## src/rtl/seq_det_pkg.sv

```systemverilog
// Shared definitions for the serial pattern detector.
//   state_t : FSM state encoding (IDLE, LOAD, DETECT)
//   LCNT_W  : width of the load/fill bit counters, wide enough to hold
//             any legal pattern length (up to 32) without wrapping.
package seq_det_pkg;

  typedef enum logic [1:0] {
    IDLE   = 2'd0,
    LOAD   = 2'd1,
    DETECT = 2'd2
  } state_t;

  localparam int LCNT_W = $clog2(32 + 1);

endpackage

```

## src/rtl/shift_reg_n.sv

```systemverilog
// W-bit serial-in shift register, MSB-first: new bits enter at bit 0 and
// older bits move toward bit W-1.
//   clk : clock
//   clr : synchronous clear (wins over en)
//   en  : shift enable
//   din : serial input bit
//   q   : parallel register contents
module shift_reg_n #(
  parameter int W = 8
) (
  input  logic         clk,
  input  logic         clr,
  input  logic         en,
  input  logic         din,
  output logic [W-1:0] q
);

  always_ff @(posedge clk) begin
    if (clr) begin
      q <= '0;
    end else if (en) begin
      q <= {q[W-2:0], din};
    end
  end

endmodule

```

## src/rtl/seq_det_n.sv

```systemverilog
// Programmable serial sequence detector. A W-bit pattern is shifted in
// while load is high; once at least W bits were loaded and load drops,
// the stream on din is compared against the pattern every cycle.
//   clk       : clock
//   rst       : synchronous active-high reset
//   load      : pattern-load phase when high
//   din       : pattern bit (load=1) or stream bit (load=0)
//   ovl       : 1 = overlapping matches, 0 = non-overlapping
//   dout      : one-cycle match pulse, one edge after the completing bit
//   pat_valid : high while detection is armed
//   match_cnt : saturating number of matches since the last load start
module seq_det_n
  import seq_det_pkg::*;
#(
  parameter int W  = 8,
  parameter int CW = 8
) (
  input  logic          clk,
  input  logic          rst,
  input  logic          load,
  input  logic          din,
  input  logic          ovl,
  output logic          dout,
  output logic          pat_valid,
  output logic [CW-1:0] match_cnt
);

  localparam logic [LCNT_W-1:0] FULL    = LCNT_W'(W);
  localparam logic [CW-1:0]     CNT_MAX = '1;

  state_t              state, state_nxt;
  logic [LCNT_W-1:0]   lcnt, fcnt, fcnt_nxt;
  logic [W-1:0]        pattern, window, window_nxt;
  logic                load_entry, det_step, hit, hit_p1;

  function automatic logic [LCNT_W-1:0] sat_fill(input logic [LCNT_W-1:0] v);
    return (v >= FULL) ? FULL : v + LCNT_W'(1);
  endfunction

  function automatic logic [CW-1:0] sat_cnt(input logic [CW-1:0] v);
    return (v == CNT_MAX) ? CNT_MAX : v + CW'(1);
  endfunction

  always_comb begin
    state_nxt = state;
    unique case (state)
      IDLE:    if (load) state_nxt = LOAD;
      LOAD:    if (!load) state_nxt = (lcnt >= FULL) ? DETECT : IDLE;
      DETECT:  if (load) state_nxt = LOAD;
      default: state_nxt = IDLE;
    endcase
  end

  // The entry edge itself captures the first pattern bit, so load held for
  // exactly W cycles yields a complete pattern.
  assign load_entry = load && (state != LOAD);
  assign det_step   = (state == DETECT) && !load;
  assign window_nxt = {window[W-2:0], din};
  assign fcnt_nxt   = sat_fill(fcnt);
  assign hit        = det_step && (window_nxt == pattern) && (fcnt_nxt == FULL);

  shift_reg_n #(.W(W)) u_pattern (
    .clk (clk),
    .clr (rst),
    .en  (load),
    .din (din),
    .q   (pattern)
  );

  shift_reg_n #(.W(W)) u_window (
    .clk (clk),
    .clr (rst || load_entry),
    .en  (det_step),
    .din (din),
    .q   (window)
  );

  // Stage p1: registered match pulse, counters and FSM state
  always_ff @(posedge clk) begin
    if (rst) begin
      state     <= IDLE;
      lcnt      <= '0;
      fcnt      <= '0;
      match_cnt <= '0;
      hit_p1    <= 1'b0;
    end else begin
      state  <= state_nxt;
      hit_p1 <= hit;
      if (load_entry) begin
        lcnt      <= LCNT_W'(1);
        fcnt      <= '0;
        match_cnt <= '0;
      end else if (load) begin
        lcnt <= sat_fill(lcnt);
      end else if (det_step) begin
        // Non-overlapping mode restarts the fill so W fresh bits are needed.
        fcnt <= (hit && !ovl) ? '0 : fcnt_nxt;
        if (hit) match_cnt <= sat_cnt(match_cnt);
      end
    end
  end

  assign dout      = hit_p1;
  assign pat_valid = (state == DETECT);

endmodule
```

## config.mk

```make
export PLATFORM = sky130hd
export DESIGN_NAME = seq_det_n
export DESIGN_NICKNAME = d
export VERILOG_FILES = /design/src/rtl/seq_det_pkg.sv /design/src/rtl/shift_reg_n.sv /design/src/rtl/seq_det_n.sv
export SDC_FILE = /design/constraint.sdc
export NUM_CORES = 1
export LEC_CHECK = 0
export BUFFER_PORTS_ARGS = -buffer_cell sky130_fd_sc_hd__buf_2
export CAP_MARGIN = 0
export CORE_ASPECT_RATIO = 1.5
export CORE_MARGIN = 2
export CORE_UTILIZATION = 36
export CTS_BUF_LIST = sky130_fd_sc_hd__clkbuf_8 sky130_fd_sc_hd__clkbuf_16
export CTS_CLUSTER_DIAMETER = 50
export DETAILED_ROUTE_END_ITERATION = 10
export GPL_TIMING_DRIVEN = 0
export PLACE_DENSITY = 0.56
export REMOVE_ABC_BUFFERS = 1
export SLEW_MARGIN = 10
export SYNTH_ARGS = -nofsm -noshare
export SYNTH_HDL_FRONTEND = slang
export SYNTH_SLANG_ARGS = --single-unit
```

## constraint.sdc

```tcl
create_clock -name clk -period 7.48 [get_ports clk]
set_clock_uncertainty 0.15 [all_clocks]
set_input_delay 0.374 -clock clk [delete_from_list [all_inputs] [get_ports clk]]
set_output_delay 0.374 -clock clk [all_outputs]
set_load 0.03 [all_outputs]
```

Word-level counts from Yosys, hierarchy flattened. Index checks and enable logic that the tools add are counted.

Eq/ne operators: 8. Add/subtract/negate cells: 3. Multiplexer cells: 10. Bitwise logic cells: 1. Magnitude comparators: 2. Reduce and logical (&&, ||, !) cells: 15.

Operators with widths (number): $mux W6 (3); $add A6 B1 Y6 const B (2); $ge A6 B4 Y1 const B (2); $add A8 B1 Y8 const B (1); $eq A8 B8 Y1 (1); $eq A8 B8 Y1 const B (1); $mux W8 (1); $eq A6 B4 Y1 const B (1); $mux W2 (3); $logic_and A1 B1 Y1 (5); $ne A2 B1 Y1 const B (2); $pmux W2 S2 (1); $reduce_and A2 Y1 (2); $reduce_or A2 Y1 (2); $reduce_and A3 Y1 (1); $eq A2 B1 Y1 const B (1); $eq A2 B2 Y1 const B (1); $logic_not A1 Y1 (2); $logic_not A2 Y1 (1); $mux W1 (2); $ne A2 B2 Y1 const B (1); $reduce_bool A2 Y1 (1); $logic_or A1 B1 Y1 (1); $not A1 Y1 (1).

Flip-flop bits (word level): 38. Input port bits: 5. Word-level logic and storage cells: 47. Output and inout port bits: 10.

Logic depth before layout (Yosys ltp).
Depth after elaboration: 6. Gate-level depth with buffers: 8.

By module. Synthesis repeated with hierarchy kept, for this count alone.

Cell total of the unflattened synthesis: 181. Area total of the unflattened synthesis: 1771.7 µm².

Modules (own cells, without submodules): seq_det_n (area an instance 1201.2 µm², cells each 129, sequential area each 460.4 µm², times used 1); shift_reg_n (area an instance 285.3 µm², cells each 26, sequential area each 160.2 µm², times used 2).

Worst setup path before layout. OpenSTA, ideal clock, no wires.

Kind: reg-to-reg. From: reg fcnt[0]. To: reg match_cnt[5]. Path buffers: 0. Data required time: 7.214 ns. Slack: 4.932 ns. Library setup time: 0.116 ns. Cell stages (with the launch flop): 8. Arrival time: 2.282 ns. Path through: dfxtp_1 > inv_1 > ha_1 > nand4b_1 > a2111oi_1 > nand3_2 > or4_1 > o211a_1.

Cells in the longest elaborated chain, start to end: 5. Elaborated cells on any way between the ends: 6. Classes of those cells: add/sub (1); order compare (1); eq/ne (1); mux (1); reduce/logical (2).

RTL lines: start, declared (RTL line seq_det_n.sv:32) `logic [LCNT_W-1:0] lcnt, fcnt, fcnt_nxt;`; start signal, assigned (RTL line seq_det_n.sv:97) `fcnt <= (hit && !ovl) ? '0 : fcnt_nxt;`; $add A6 B1 Y6 or $ge A6 B4 Y1 (tied branches) (RTL line seq_det_n.sv:37) `return (v >= FULL) ? FULL : v + LCNT_W'(1);`; $mux W6 (*) (RTL line seq_det_n.sv:37); $eq A6 B4 Y1 (*) (RTL line seq_det_n.sv:60) `assign hit = det_step && (window_nxt == pattern) && (fcnt_nxt == FULL);`; $logic_and A1 B1 Y1 (*) (RTL line seq_det_n.sv:60); $reduce_and A3 Y1 (no line) (*); end signal, assigned (RTL line seq_det_n.sv:98) `if (hit) match_cnt <= sat_cnt(match_cnt);`; end, declared (RTL line seq_det_n.sv:25) `output logic [CW-1:0] match_cnt`.

Every way passes the cells marked *; elsewhere a longest branch is shown, timed or not. A chain may end at the register's enable or synchronous reset.

Worst setup path in the final report.
From: reg fcnt[0]. To: reg match_cnt[7].

The elaborated chain is that of the path after synthesis.

==> impl_metrics.prom <==
# TYPE chip_impl_metric gauge
chip_impl_metric{name="synth_compound_area_frac",unit=""} 0.136
chip_impl_info{name="rsz0062_at_grt",value="false"} 1
chip_impl_metric{name="post-cts-setup-buffers",unit=""} 0
chip_impl_info{name="synth.area.top_cells",value="dfxtp_1, nand2_1, mux2i_1"} 1
chip_impl_metric{name="vias",unit=""} 1358
chip_impl_info{name="hold_end",value="u_window.q[0]"} 1
chip_impl_metric{name="timing.slew.headroom",unit=""} 0.442
chip_impl_metric{name="clk-insertion-delay-late",unit="ps"} 280
chip_impl_metric{name="start_util",unit=""} 0.376
chip_impl_info{name="cts_tree",value="done"} 1
chip_impl_info{name="largest_family_of_logic_cells_by_synthesized_area",value="simple AND/OR/NAND/NOR gates"} 1
chip_impl_info{name="r2r_start",value="fcnt[0]"} 1
chip_impl_metric{name="route.antenna.remaining_nets",unit=""} 0
chip_impl_info{name="clock_tree.root_cell",value="clkbuf_8"} 1
chip_impl_info{name="hold_class",value="input pin to flip-flop"} 1
chip_impl_metric{name="syn_inst",unit=""} 196
chip_impl_info{name="cp-start-kind",value="flip-flop"} 1
chip_impl_metric{name="synthSimpleGateAreaFrac",unit=""} 0.242
chip_impl_metric{name="globalRouteTotalUtil",unit=""} 0.147
chip_impl_metric{name="synthMuxAreaShare",unit=""} 0.0527
chip_impl_metric{name="postRouteWirelength",unit="um"} 3370
chip_impl_metric{name="h_tree_depth",unit=""} 2
chip_impl_info{name="grt.busiest_layer",value="met2"} 1
chip_impl_metric{name="synth.top_cell.area_share",unit=""} 0.445
chip_impl_metric{name="first_pass_iters",unit=""} 4
chip_impl_metric{name="clock_tree.buffer_depth",unit=""} 2
chip_impl_metric{name="drt-wirelength-per-cell",unit="um"} 12.5
chip_impl_metric{name="antennaDiodeCount",unit=""} 0
chip_impl_metric{name="cts_hold_buf",unit=""} 0
chip_impl_metric{name="synth_adder_area_share",unit=""} 0.0366
chip_impl_metric{name="count_of_pins_on_the_block_boundary",unit=""} 15
chip_impl_metric{name="min_period_over_period",unit=""} 0.429
chip_impl_metric{name="design.core.area",unit="sq um"} 4540
chip_impl_info{name="final_common_cell",value="dfxtp_1"} 1
chip_impl_metric{name="syn_area_per_cell",unit="sq um"} 8.71
chip_impl_metric{name="yosysWarningCount",unit=""} 0
chip_impl_metric{name="grt_first_pass_wirelength",unit="um"} 5800
chip_impl_metric{name="syn_to_final_growth",unit="%"} 11.4
chip_impl_metric{name="fp-row-count",unit=""} 30
chip_impl_metric{name="drtIter0Drc",unit=""} 39
chip_impl_metric{name="floorplan.die_area",unit="sq um"} 5320
chip_impl_metric{name="die_x_extent",unit="um"} 60.2
chip_impl_metric{name="die-height",unit="um"} 88.4
chip_impl_metric{name="finalNetCount",unit=""} 217
chip_impl_metric{name="synthesis.area",unit="sq um"} 1710
chip_impl_metric{name="place.port_buffers",unit=""} 14
chip_impl_metric{name="finalSetupTns",unit="ps"} 0
chip_impl_metric{name="route.detailed.vias_per_inst",unit=""} 5.03
chip_impl_info{name="setup.worst_path.class",value="flip-flop to flip-flop"} 1
chip_impl_metric{name="path_clk_slew",unit="ps"} 70
chip_impl_metric{name="grt-ovfl-total",unit=""} 0
chip_impl_metric{name="grt_start_max_net_pins",unit=""} 22
chip_impl_info{name="outcome",value="completed"} 1
chip_impl_metric{name="synth.distinct_cells",unit=""} 37
chip_impl_info{name="critPathLaunch",value="fcnt[0]"} 1
chip_impl_metric{name="r2r_slack",unit="ps"} 4270
chip_impl_metric{name="required",unit="ps"} 7510
chip_impl_metric{name="hpwlAfterDp",unit="um"} 2370
chip_impl_metric{name="synth.ff_latch_count",unit=""} 38
chip_impl_metric{name="report.final.setup_viol",unit=""} 0
chip_impl_metric{name="clock_sinks",unit=""} 38
chip_impl_metric{name="drv.max_cap_violation_count",unit=""} 0
chip_impl_metric{name="cts-buffers-inserted",unit=""} 5
chip_impl_info{name="worst_r2r_endpoint",value="match_cnt[7]"} 1
chip_impl_metric{name="finalMaxSlewViolations",unit=""} 0
chip_impl_metric{name="p_per_area",unit="nW/um^2"} 187
chip_impl_metric{name="share_of_synthesized_area_occupied_by_flip_flops_and_latches",unit=""} 0.445
chip_impl_metric{name="worst_pin_slew",unit="ps"} 835
chip_impl_metric{name="remaining_drcs",unit=""} 0
chip_impl_metric{name="timing.fmax",unit="MHz"} 311
chip_impl_metric{name="power.total",unit="W"} 0.000356
chip_impl_metric{name="finalCriticalPeriod",unit="ps"} 3210
chip_impl_metric{name="finalWeightedCongestion",unit=""} 0.711
chip_impl_info{name="final_cell_mix",value="dfxtp_1, nand2_1, nor2_1"} 1
chip_impl_metric{name="critPathArrivalTime",unit="ps"} 3240
chip_impl_metric{name="grt_util_met3",unit=""} 0.0395
chip_impl_metric{name="timing_hold_violations_final",unit=""} 0
chip_impl_metric{name="synthXorXnorAreaFrac",unit=""} 0.0462
chip_impl_metric{name="vdd_ir_drop_max",unit="uV"} 91.7
chip_impl_info{name="yosys_top_cell_by_area",value="dfxtp_1"} 1
chip_impl_info{name="hold_path.startpoint",value="din"} 1
chip_impl_metric{name="layout-drive-gt1-share",unit=""} 0.112
chip_impl_metric{name="leakage",unit="nW"} 0.795
chip_impl_info{name="crit_path_end_kind",value="flip-flop"} 1
chip_impl_metric{name="grt_pass1_vias",unit=""} 1294
chip_impl_metric{name="grt_util_met1",unit=""} 0.160
chip_impl_metric{name="whs_path_depth",unit=""} 3
chip_impl_metric{name="initial_antenna_violation_count",unit=""} 0
chip_impl_metric{name="cts_repair_resize_count",unit=""} 0
chip_impl_metric{name="worst-r2r-cell-count",unit=""} 7
chip_impl_metric{name="crit_path_max_fanout",unit=""} 15
chip_impl_metric{name="grt.met2_usage",unit=""} 0.251
==> power by group <==
group / switching (W) / internal (W) / leakage [nW] / total [W]
registers: 0.00000155 / 0.000204 / 0.307 / 0.000205
clock network: 0.0000668 / 0.0000711 / 0.0431 / 0.000138
logic: 0.00000855 / 0.00000397 / 0.445 / 0.0000125
==> cells in the mapped netlist <==
cell,instances
a2111oi_1,1
a211oi_1,4
a21o_1,1
a21oi_1,15
a311oi_1,1
a31oi_1,3
a41oi_1,1
and2_1,2
and3_1,4
buf_1,2
buf_2,1
clkbuf_1,7
dfxtp_1,38
ha_1,5
inv_1,8
mux2i_1,9
nand2_1,27
nand2b_1,1
nand3_1,4
nand3_2,1
nand3b_1,1
nand4_1,1
nand4b_1,2
nor2_1,19
nor2b_1,1
nor3_1,10
nor3b_1,3
nor4_4,1
o211a_1,3
o21ai_0,3
o221a_2,1
o221ai_1,1
o31a_1,1
or3_1,2
or3b_1,1
or4_1,2
xor2_1,9
==> registers in the layout, summed over array words and instances, names as in the netlist <==
| register | count |
|---|---|
| fcnt | 6 |
| match_cnt | 8 |
| u_window.q | 7 |
| u_pattern.q | 8 |
| dout | 1 |
| lcnt | 6 |
| state | 2 |
==> through the flow <==
stage                     utilization  std cells  hold slack [ps]  cell area (sq um)  setup WS, ps
after floorplan                     -        186              282               1670          4780
after global placement          0.401        264              310               1820          4270
after detailed placement        0.401        264              313               1820          4260
after CTS                       0.419        270              205               1900          4240
after global routing            0.419        270              238               1900          4090
final                           0.419        270              210               1900          4270
==> cells by family (layout without fill, tap and decap cells) <==
| group | count (synthesis) | count (layout) |
|---|---|---|
| flops | 38 | 38 |
| buf+inv | 18 | 28 |
| fa+ha+maj | 5 | 5 |
| simple gates | 82 | 82 |
| mux | 9 | 9 |
| compound gates | 35 | 35 |
| xor+xnor | 9 | 9 |
==> layer usage <==
layer / up-vias / routed length, um
met3: 4 / 88
li1: 701 / -
met4: 0 / 83
met5: - / 0
met2: 18 / 1690
met1: 635 / 1510
==> worst max path at each step <==
stage / end / slack [ps]
after floorplan: match_cnt[5] / 4780
after global placement: match_cnt[7] / 4270
after detailed placement: match_cnt[5] / 4260
after CTS: match_cnt[7] / 4240
after global routing: match_cnt[7] / 4090
final: match_cnt[7] / 4270
==> area by class of cell <==
| cell class | count | area [sq um] |
|---|---|---|
| Fill cell | 475 | 2640 |
| Multi-Input combinational cell | 140 | 878 |
| Tap cell | 64 | 80.1 |
| Sequential cell | 38 | 761 |
| Timing Repair Buffer | 14 | 70.1 |
| Clock buffer | 6 | 82.6 |
| Inverter | 8 | 30.0 |
==> critical path, stage by stage, from the launching register on <==
cell and delay, ps:
dfxtp_1 410, inv_1 80, ha_1 310, nand4b_1 180
a2111oi_1 810, nand3_2 420, or4_1 610, o211a_1 130
(Power assumes the default switching activity.)
